File: src/rtl/serv_pc_ctrl_if.sv
// ---------------------------------------------------------------------------
// serv_pc_ctrl_if
//   Bundle between the state/decode side (master) and the digit-serial PC
//   unit (slave).
//
//   Handshake: i_pc_en acts as the valid for one digit. There is no ready
//   because the PC unit consumes a digit in every cycle where i_pc_en is high.
//   o_rd is valid only in a cycle with i_pc_en high. o_done marks the cycle in
//   which the last digit of an update is consumed. o_ibus_adr and o_bad_pc are
//   registered and show the new values from the following cycle.
//
//   Signals (W = digit width):
//     i_pc_en, i_jump, i_jal_or_jalr, i_utype, i_pc_rel, i_trap, i_iscomp : 1
//     i_imm, i_buf, i_csr_pc : W   (LSB-first digits)
//     o_rd                   : W   (rd write-back digit)
//     o_done, o_bad_pc       : 1
//     o_ibus_adr             : 32  (current fetch address)
// ---------------------------------------------------------------------------
interface serv_pc_ctrl_if #(
    parameter int W = 1
);
    logic         i_pc_en;
    logic         i_jump;
    logic         i_jal_or_jalr;
    logic         i_utype;
    logic         i_pc_rel;
    logic         i_trap;
    logic         i_iscomp;
    logic [W-1:0] i_imm;
    logic [W-1:0] i_buf;
    logic [W-1:0] i_csr_pc;
    logic [W-1:0] o_rd;
    logic         o_done;
    logic         o_bad_pc;
    logic [31:0]  o_ibus_adr;

    modport master (
        output i_pc_en, i_jump, i_jal_or_jalr, i_utype, i_pc_rel, i_trap,
               i_iscomp, i_imm, i_buf, i_csr_pc,
        input  o_rd, o_done, o_bad_pc, o_ibus_adr
    );

    modport slave (
        input  i_pc_en, i_jump, i_jal_or_jalr, i_utype, i_pc_rel, i_trap,
               i_iscomp, i_imm, i_buf, i_csr_pc,
        output o_rd, o_done, o_bad_pc, o_ibus_adr
    );
endinterface

File: src/rtl/serv_pc_ctrl.sv
// ---------------------------------------------------------------------------
// serv_pc_ctrl
//   Digit-serial program-counter unit, W bits per cycle (W = 1, 2, 4, 8).
//   Holds the fetch address and computes the next PC (PC+4, PC+2, jump or
//   branch target, trap vector) one digit per enabled cycle, LSB first. It
//   also serialises the rd value for JAL/JALR/AUIPC/LUI.
//
//   Ports:
//     clk   : clock
//     i_rst : synchronous active-high reset (overrides i_pc_en)
//     bus   : serv_pc_ctrl_if.slave (digit inputs, o_rd, o_done,
//             o_bad_pc, o_ibus_adr)
// ---------------------------------------------------------------------------
module serv_pc_ctrl #(
    parameter int          W        = 1,
    parameter logic [31:0] RESET_PC = 32'd0,
    parameter bit          WITH_C   = 1'b1
) (
    input  logic            clk,
    input  logic            i_rst,
    serv_pc_ctrl_if.slave   bus
);
    localparam int D  = 32 / W;
    localparam int CW = $clog2(D);
    // Position of PC bit 1: which digit holds it and where within that digit.
    localparam int B1_DIG = 1 / W;
    localparam int B1_BIT = 1 % W;

    logic [CW-1:0] cnt;
    logic          cy4_r;
    logic          cyo_r;
    logic [31:0]   adr_r;
    logic          bad_r;
    logic          b1_r;

    logic          last;
    logic [W-1:0]  pc;
    logic [31:0]   inc_word;
    logic [W-1:0]  inc_digit;
    logic [W:0]    sum4;
    logic [W-1:0]  opa;
    logic [W-1:0]  opb;
    logic [W:0]    sumo;
    logic [W-1:0]  tgt_al;
    logic [W-1:0]  csr_al;
    logic [W-1:0]  new_d;
    int            sh;

    assign last = (cnt == CW'(D - 1));
    // The address register shifts right each digit, so its low digit is
    // always the PC digit currently being processed.
    assign pc   = adr_r[W-1:0];

    always_comb begin
        sh        = 0;
        inc_word  = 32'd4;
        inc_digit = '0;
        sum4      = '0;
        opa       = '0;
        opb       = '0;
        sumo      = '0;
        tgt_al    = '0;
        csr_al    = '0;
        new_d     = '0;

        sh        = int'(cnt) * W;
        inc_word  = (WITH_C && bus.i_iscomp) ? 32'd2 : 32'd4;
        inc_digit = W'(inc_word >> sh);
        sum4      = {1'b0, pc} + {1'b0, inc_digit} + {{W{1'b0}}, cy4_r};

        opa = bus.i_pc_rel ? pc : '0;
        opb = bus.i_utype ? bus.i_imm : bus.i_buf;
        // U-type immediates carry only bits [31:12].
        if (bus.i_utype) begin
            for (int i = 0; i < W; i++) begin
                if (sh + i < 12) opb[i] = 1'b0;
            end
        end
        sumo = {1'b0, opa} + {1'b0, opb} + {{W{1'b0}}, cyo_r};

        tgt_al = sumo[W-1:0];
        csr_al = bus.i_csr_pc;
        if (cnt == '0) begin
            tgt_al[0] = 1'b0;
            csr_al[0] = 1'b0;
        end

        if (bus.i_trap)      new_d = csr_al;
        else if (bus.i_jump) new_d = tgt_al;
        else                 new_d = sum4[W-1:0];
    end

    always_ff @(posedge clk) begin
        if (i_rst) begin
            cnt   <= '0;
            cy4_r <= 1'b0;
            cyo_r <= 1'b0;
            adr_r <= RESET_PC;
            bad_r <= 1'b0;
            b1_r  <= 1'b0;
        end else if (bus.i_pc_en) begin
            cnt   <= last ? '0 : cnt + CW'(1);
            // Carries never leak into the next update; this also drops the
            // final carry on 32-bit wrap-around.
            cy4_r <= sum4[W] & ~last;
            cyo_r <= sumo[W] & ~last;
            adr_r <= {new_d, adr_r[31:W]};
            // Bit 1 of the target may be in an earlier digit than the one
            // that raises o_done, so keep it until the update completes.
            if (cnt == CW'(B1_DIG)) b1_r <= tgt_al[B1_BIT];
            if (last) bad_r <= bus.i_jump & ~bus.i_trap & ~WITH_C & b1_r;
        end
    end

    assign bus.o_rd       = ({W{bus.i_utype}} & tgt_al)
                          | ({W{bus.i_jal_or_jalr}} & sum4[W-1:0]);
    assign bus.o_done     = last & bus.i_pc_en;
    assign bus.o_bad_pc   = bad_r;
    assign bus.o_ibus_adr = adr_r;
endmodule

File: src/flat_wrapper.sv
// flat-port wrapper written by rule: the top's interface ports become plain ports
module serv_pc_ctrl_flat 
#(
    parameter int          W        = 1,
    parameter logic [31:0] RESET_PC = 32'd0,
    parameter bit          WITH_C   = 1'b1
)
  (clk, i_rst, bus_i_pc_en, bus_i_jump, bus_i_jal_or_jalr, bus_i_utype, bus_i_pc_rel, bus_i_trap, bus_i_iscomp, bus_i_imm, bus_i_buf, bus_i_csr_pc, bus_o_rd, bus_o_done, bus_o_bad_pc, bus_o_ibus_adr);
  serv_pc_ctrl_if #(.W(W)) bus_i ();
  input  logic clk;
  input  logic i_rst;
  input wire logic [$bits(bus_i.i_pc_en)-1:0] bus_i_pc_en;
  input wire logic [$bits(bus_i.i_jump)-1:0] bus_i_jump;
  input wire logic [$bits(bus_i.i_jal_or_jalr)-1:0] bus_i_jal_or_jalr;
  input wire logic [$bits(bus_i.i_utype)-1:0] bus_i_utype;
  input wire logic [$bits(bus_i.i_pc_rel)-1:0] bus_i_pc_rel;
  input wire logic [$bits(bus_i.i_trap)-1:0] bus_i_trap;
  input wire logic [$bits(bus_i.i_iscomp)-1:0] bus_i_iscomp;
  input wire logic [$bits(bus_i.i_imm)-1:0] bus_i_imm;
  input wire logic [$bits(bus_i.i_buf)-1:0] bus_i_buf;
  input wire logic [$bits(bus_i.i_csr_pc)-1:0] bus_i_csr_pc;
  output wire logic [$bits(bus_i.o_rd)-1:0] bus_o_rd;
  output wire logic [$bits(bus_i.o_done)-1:0] bus_o_done;
  output wire logic [$bits(bus_i.o_bad_pc)-1:0] bus_o_bad_pc;
  output wire logic [$bits(bus_i.o_ibus_adr)-1:0] bus_o_ibus_adr;
  assign bus_i.i_pc_en = bus_i_pc_en;
  assign bus_i.i_jump = bus_i_jump;
  assign bus_i.i_jal_or_jalr = bus_i_jal_or_jalr;
  assign bus_i.i_utype = bus_i_utype;
  assign bus_i.i_pc_rel = bus_i_pc_rel;
  assign bus_i.i_trap = bus_i_trap;
  assign bus_i.i_iscomp = bus_i_iscomp;
  assign bus_i.i_imm = bus_i_imm;
  assign bus_i.i_buf = bus_i_buf;
  assign bus_i.i_csr_pc = bus_i_csr_pc;
  assign bus_o_rd = bus_i.o_rd;
  assign bus_o_done = bus_i.o_done;
  assign bus_o_bad_pc = bus_i.o_bad_pc;
  assign bus_o_ibus_adr = bus_i.o_ibus_adr;
  serv_pc_ctrl #(.W(W), .RESET_PC(RESET_PC), .WITH_C(WITH_C)) u_core (.clk(clk), .i_rst(i_rst), .bus(bus_i));
endmodule
File: config.mk
export PLATFORM = sky130hd
export DESIGN_NAME = serv_pc_ctrl_flat
export DESIGN_NICKNAME = d
export VERILOG_FILES = /design/src/rtl/serv_pc_ctrl_if.sv /design/src/rtl/serv_pc_ctrl.sv /design/src/flat_wrapper.sv
export SDC_FILE = /design/constraint.sdc
export NUM_CORES = 1
export LEC_CHECK = 0
export CORE_AREA = 2 2 63 65
export DETAILED_ROUTE_END_ITERATION = 16
export DIE_AREA = 0 0 65 67
export PLACE_DENSITY = 0.75
export SYNTH_ARGS = -nofsm -noshare
export SYNTH_HDL_FRONTEND = slang
export SYNTH_SLANG_ARGS = --single-unit
File: constraint.sdc
create_clock -name clk -period 1.93 [get_ports clk]
set_input_delay 0.386 -clock clk [delete_from_list [all_inputs] [get_ports clk]]
set_output_delay 0.386 -clock clk [all_outputs]
set_load 0.05 [all_outputs]
; ---- After elaboration in Yosys (flattened, before gate mapping)
; Cells that the tools add are included.
[totals]
regBits = 39
out_inout_bits = 35
word_cells = 30
[op_classes]
addsub = 5
magnitude_cmp = 1
n_eq_ne = 1
shift = 1
mux = 10
bitwise = 7
n_reduce_logical = 1
[ops]
columns = op, count
row1 = $shr A32 B5 Y1, 1
row2 = $mux W1, 8
row3 = $add A5 B1 Y5 const B, 1
row4 = $and A1 B1 Y1, 5
row5 = $eq A5 B5 Y1 const B, 1
row6 = $logic_not A5 Y1, 1
row7 = $lt A5 B4 Y1 const B, 1
row8 = $mux W5, 1
row9 = $add A1 B1 Y2, 2
row10 = $add A2 B1 Y2, 2
row11 = $mux W3, 1
row12 = $not A1 Y1, 1
row13 = $or A1 B1 Y1, 1

; ---- Longest topological paths before layout
[depth]
word_depth = 8
mapped_depth = 7
mapped_depth_nobuf = 7

; ---- Worst setup path before layout
; Ideal clock, no wire load.
[synth_timing]
kind = flip-flop to output port
from = register u_core.adr_r[0], in the netlist u_core.bus.o_ibus_adr[0]
to = output port bus_o_rd
t_arrival_ns = 2.003
required_ns = 1.544
setup_slack_ns = -0.459
stages_incl_launch_ff = 4
path_buffers = 0
path_cell_list = dfxtp_1 -> inv_1 -> fa_1 -> o21ai_1
[synth_between]
elab_chain_cells = 6
[synth_lines]
columns = element, line_no
row1 = from (decl), serv_pc_ctrl.sv:32  ; logic [31:0] adr_r;
row2 = from (signal assigned), serv_pc_ctrl.sv:107  ; adr_r <= {new_d, adr_r[31:W]};
row3 = $mux W1, serv_pc_ctrl.sv:71  ; opa = bus.i_pc_rel ? pc : '0;
row4 = $add A1 B1 Y2, serv_pc_ctrl.sv:79  ; sumo = {1'b0, opa} + {1'b0, opb} + {{W{1'b0}}, cyo_r};
row5 = $add A2 B1 Y2, serv_pc_ctrl.sv:79
row6 = $mux W1, serv_pc_ctrl.sv:83  ; if (cnt == '0) begin
row7 = $and A1 B1 Y1, serv_pc_ctrl.sv:115  ; assign bus.o_rd = ({W{bus.i_utype}} & tgt_al)
row8 = $or A1 B1 Y1 (*), serv_pc_ctrl.sv:116  ; | ({W{bus.i_jal_or_jalr}} & sum4[W-1:0]);
row9 = to (decl), flat_wrapper.sv:22  ; output wire logic [$bits(bus_i.o_rd)-1:0] bus_o_rd;
; Mark *: on every way between the ends. The rest lies on a longest branch, timed or not.

; ---- Worst setup path after layout
[layout_timing]
from = input port bus_i_pc_rel
to = output port bus_o_rd
[layout_between]
elab_chain_cells = 6
[layout_lines]
columns = element, line_no
row1 = from (decl), flat_wrapper.sv:16  ; input wire logic [$bits(bus_i.i_pc_rel)-1:0] bus_i_pc_rel;
row2 = $mux W1, serv_pc_ctrl.sv:71
row3 = $add A1 B1 Y2, serv_pc_ctrl.sv:79
row4 = $add A2 B1 Y2, serv_pc_ctrl.sv:79
row5 = $mux W1, serv_pc_ctrl.sv:83
row6 = $and A1 B1 Y1, serv_pc_ctrl.sv:115
row7 = $or A1 B1 Y1, serv_pc_ctrl.sv:116
; Every way passes these cells.

==> flow_summary.yaml <==
timing:
  tns_ns: -0.422
  finalHoldViolCount: 0
  setup_violations: 2
  holdWs_ns: 0.500
  maxSlewViolCount: 0
  worst_slew_pin_slew_ns: 0.521
  grt_setup_unrepaired: "true"
  relSlewSlack: 0.652
  max_freq_mhz: 444
  fin_crit_sh: 1.17
  finClkSkew_ns: 0.00626
  finalCriticalPeriod_ns: 2.25
  setup_ws_ns: -0.324
min_path:
  worstHoldPathType: "input port to flop"
  hold-path-cell-count: 3
  holdPathEnd: "u_core.cnt[3]"
  min-delay-start: "bus_i_pc_en"
final_layout:
  area_delta_synth_final_pct: 44.9
  fin_nets: 229
  nFillCells: 296
  fin_area_um2: 2320
  utilization: 0.644
  multi_input_area_um2: 792
  ff_latch_area_um2: 790
  diodes: 0
  drive_above_1_share: 0.169
power:
  intPower_mw: 1.27
  p_comb_frac: 0.094
  p_seq_frac: 0.496
  power_switching_share: 0.231
  peakVddDrop_mv: 0.571
  clock_power_share: 0.410
  switchingPower_uw: 381
  leakage_nw: 1.07
  power.density_nw_per_um2: 708
clock_tree:
  cts_buffers: 5
  hold_buffers: 0
  clk_path_buf_depth: 2
  clk_latency_ns: 0.29
  ctsRootBufferMaster: "clkbuf_8"
  cts_sinks: 39
  h-tree-depth: 2
  cts_tree: "built"
  path_clk_slew_ns: 0.08
global_routing:
  grt_util_all_layers: 0.173
  grt_start_max_net_pins: 39
  antenna_found_initial: 0
  gr-total-overflow: 0
  grt_pass1_vias: 1278
  grt_pass1_wl_mm: 5.62
floorplan:
  initial_utilization: 0.445
  core_um2: 3610
  die_x_um: 65
  die_h_um: 67
  row_count: 22
  dieArea_um2: 4360
  pin_count: 47
placement:
  hpwl_mm: 2.31
  place.gp.congestion: 0.802
  dp_slack_ns: -0.430
  postPlaceCellArea_um2: 2140
  io_buffers: 45
yosys:
  yosysMostFrequentCell: "dfxtp_1"
  async_reset_ff_frac: 0
  ys.flop_type: "dfxtp_1"
  syn_area_per_cell_um2: 9.90
  syn_area_um2: 1600
  synth-seq-cells: 39
  syn-num-nets: 179
  syn_inst: 162
  synth_common_cells: "dfxtp_1, nor2_1, mux2i_1, inv_1, buf_4"
  synth_edf_count: 0
  ys_seq_area_frac: 0.487
  ys_warn_count: 0
  yosysTopAreaCell: "dfxtp_1"
  netlist.area_leader.share: 0.487
  ys_types: 31
  ys_top_cells_by_area: "dfxtp_1, mux2i_1, nor2_1"
critical_path:
  reg2reg_to: "u_core.bus.o_ibus_adr[31]"
  reg2reg_depth: 8
  r2r_start: "u_core.cnt[4]"
  cp.required_ns: 1.54
  r2r_slack_ns: 0.17
  cp-end-kind: "output pin"
  slowest_delay_ns: 0.55
  critPathArrivalTime_ns: 1.87
  worstPathMaxFanout: 2
  cp-start-kind: "input port"
  crit_chain: "clkdlybuf4s50_1 -> and2_4 -> fa_1 -> nand3_2 -> o21ai_4 -> buf_12"
  crit_type: "input port to output pin"
  crit_slowest_cell: "fa_1"
status:
  violations: "negative setup slack"
  status: "finished, violations left"
drt:
  first_iter_violations: 33
  routed_via_density: 4.91
  ant_nets: 0
  dr.pass1.iters: 4
  drc: 0
  wirelength_mm: 3.42
  routed-via-count: 1282
  wl_per_cell_um: 13.1
job:
  drv_cap: 0
## sequential cells by signal, indices dropped and copies added, names as in the netlist
| name | count |
|---|---|
| u_core.cnt | 5 |
| u_core.bus.o_ibus_adr | 32 |
| u_core.cyo_r | 1 |
| u_core.cy4_r | 1 |
## worst max path at each step
stage                  startpoint        to  slack [ns]  cells after the start
floorplan           u_core.cnt[1]  bus_o_rd        0.02                      5
CTS                 u_core.cnt[3]  bus_o_rd       -0.32                      6
finish               bus_i_pc_rel  bus_o_rd       -0.32                      6
detailed placement   bus_i_iscomp  bus_o_rd       -0.43                      6
global placement     bus_i_iscomp  bus_o_rd       -0.40                      6
global route        u_core.cnt[4]  bus_o_rd       -0.37                      7
## metal layers
layer,vias to the layer above,part of all wire,global-route usage
met3,4,0.060,0.0659
li1,641,-,-
met2,37,0.51,0.307
met4,0,0.012,0.0638
met1,600,0.42,0.187
met5,-,0,0
## repair_timing
action                                  4_1_cts  5_1_grt
pin swaps                                     4        5
setup buffers                                 1        1
endpoints found under the setup margin        2        6
resized for setup                            11       10
cloned                                        0        0
## kinds of logic after synthesis
logic type	share of synthesized area
compound gates	0.0585
xor+xnor	0.00546
fa+ha+maj	0.0484
buf+inv	0.0523
flops	0.487
mux	0.200
other cells	0.00234
simple gates	0.147
## cells in the final DEF, fill, tap and decap left out, types with 3 or more instances in the layout
cell	count
dlymetal6s2s_1	4
buf_12	3
a21oi_1	3
inv_1	8
buf_4	7
clkbuf_8	5
clkdlybuf4s50_1	35
dfxtp_2	4
nor2_1	37
a22oi_1	3
dfxtp_1	34
mux2i_1	32
## power by group through the flow
stage / Sequential (mW) / Combinational [mW] / Clock (mW)
after floorplan: 0.847 / 0.0858 / 0
after global placement: 0.835 / 0.146 / 0
after detailed placement: 0.836 / 0.149 / 0
after CTS: 0.817 / 0.153 / 0.696
after global routing: 0.817 / 0.165 / 0.737
final: 0.817 / 0.155 / 0.674
## per-stage QoR
stage	total power, mW	std cells
3_3_place_gp	0.981	251
2_1_floorplan	0.933	162
3_5_place_dp	0.984	251
6_report	1.65	261
4_1_cts	1.67	260
5_1_grt	1.72	261
## critical path: cells and delay by family
kind                       cells  cell delay [ns]
adders and majority gates      1             0.55
and+or+nand+nor                2             0.27
AOI/OAI and AO/OA              1             0.09
buffers and inverters          2             0.56
## cell type report
cell class	count	area share
Timing Repair Buffer	52	0.230
Clock buffer	5	0.0296
Sequential cell	39	0.340
Multi-Input combinational cell	105	0.341
Tap cell	48	0.0258
Clock inverter	3	0.0188
Inverter	9	0.0145
Note: power is estimated with default switching activity, not from simulation.
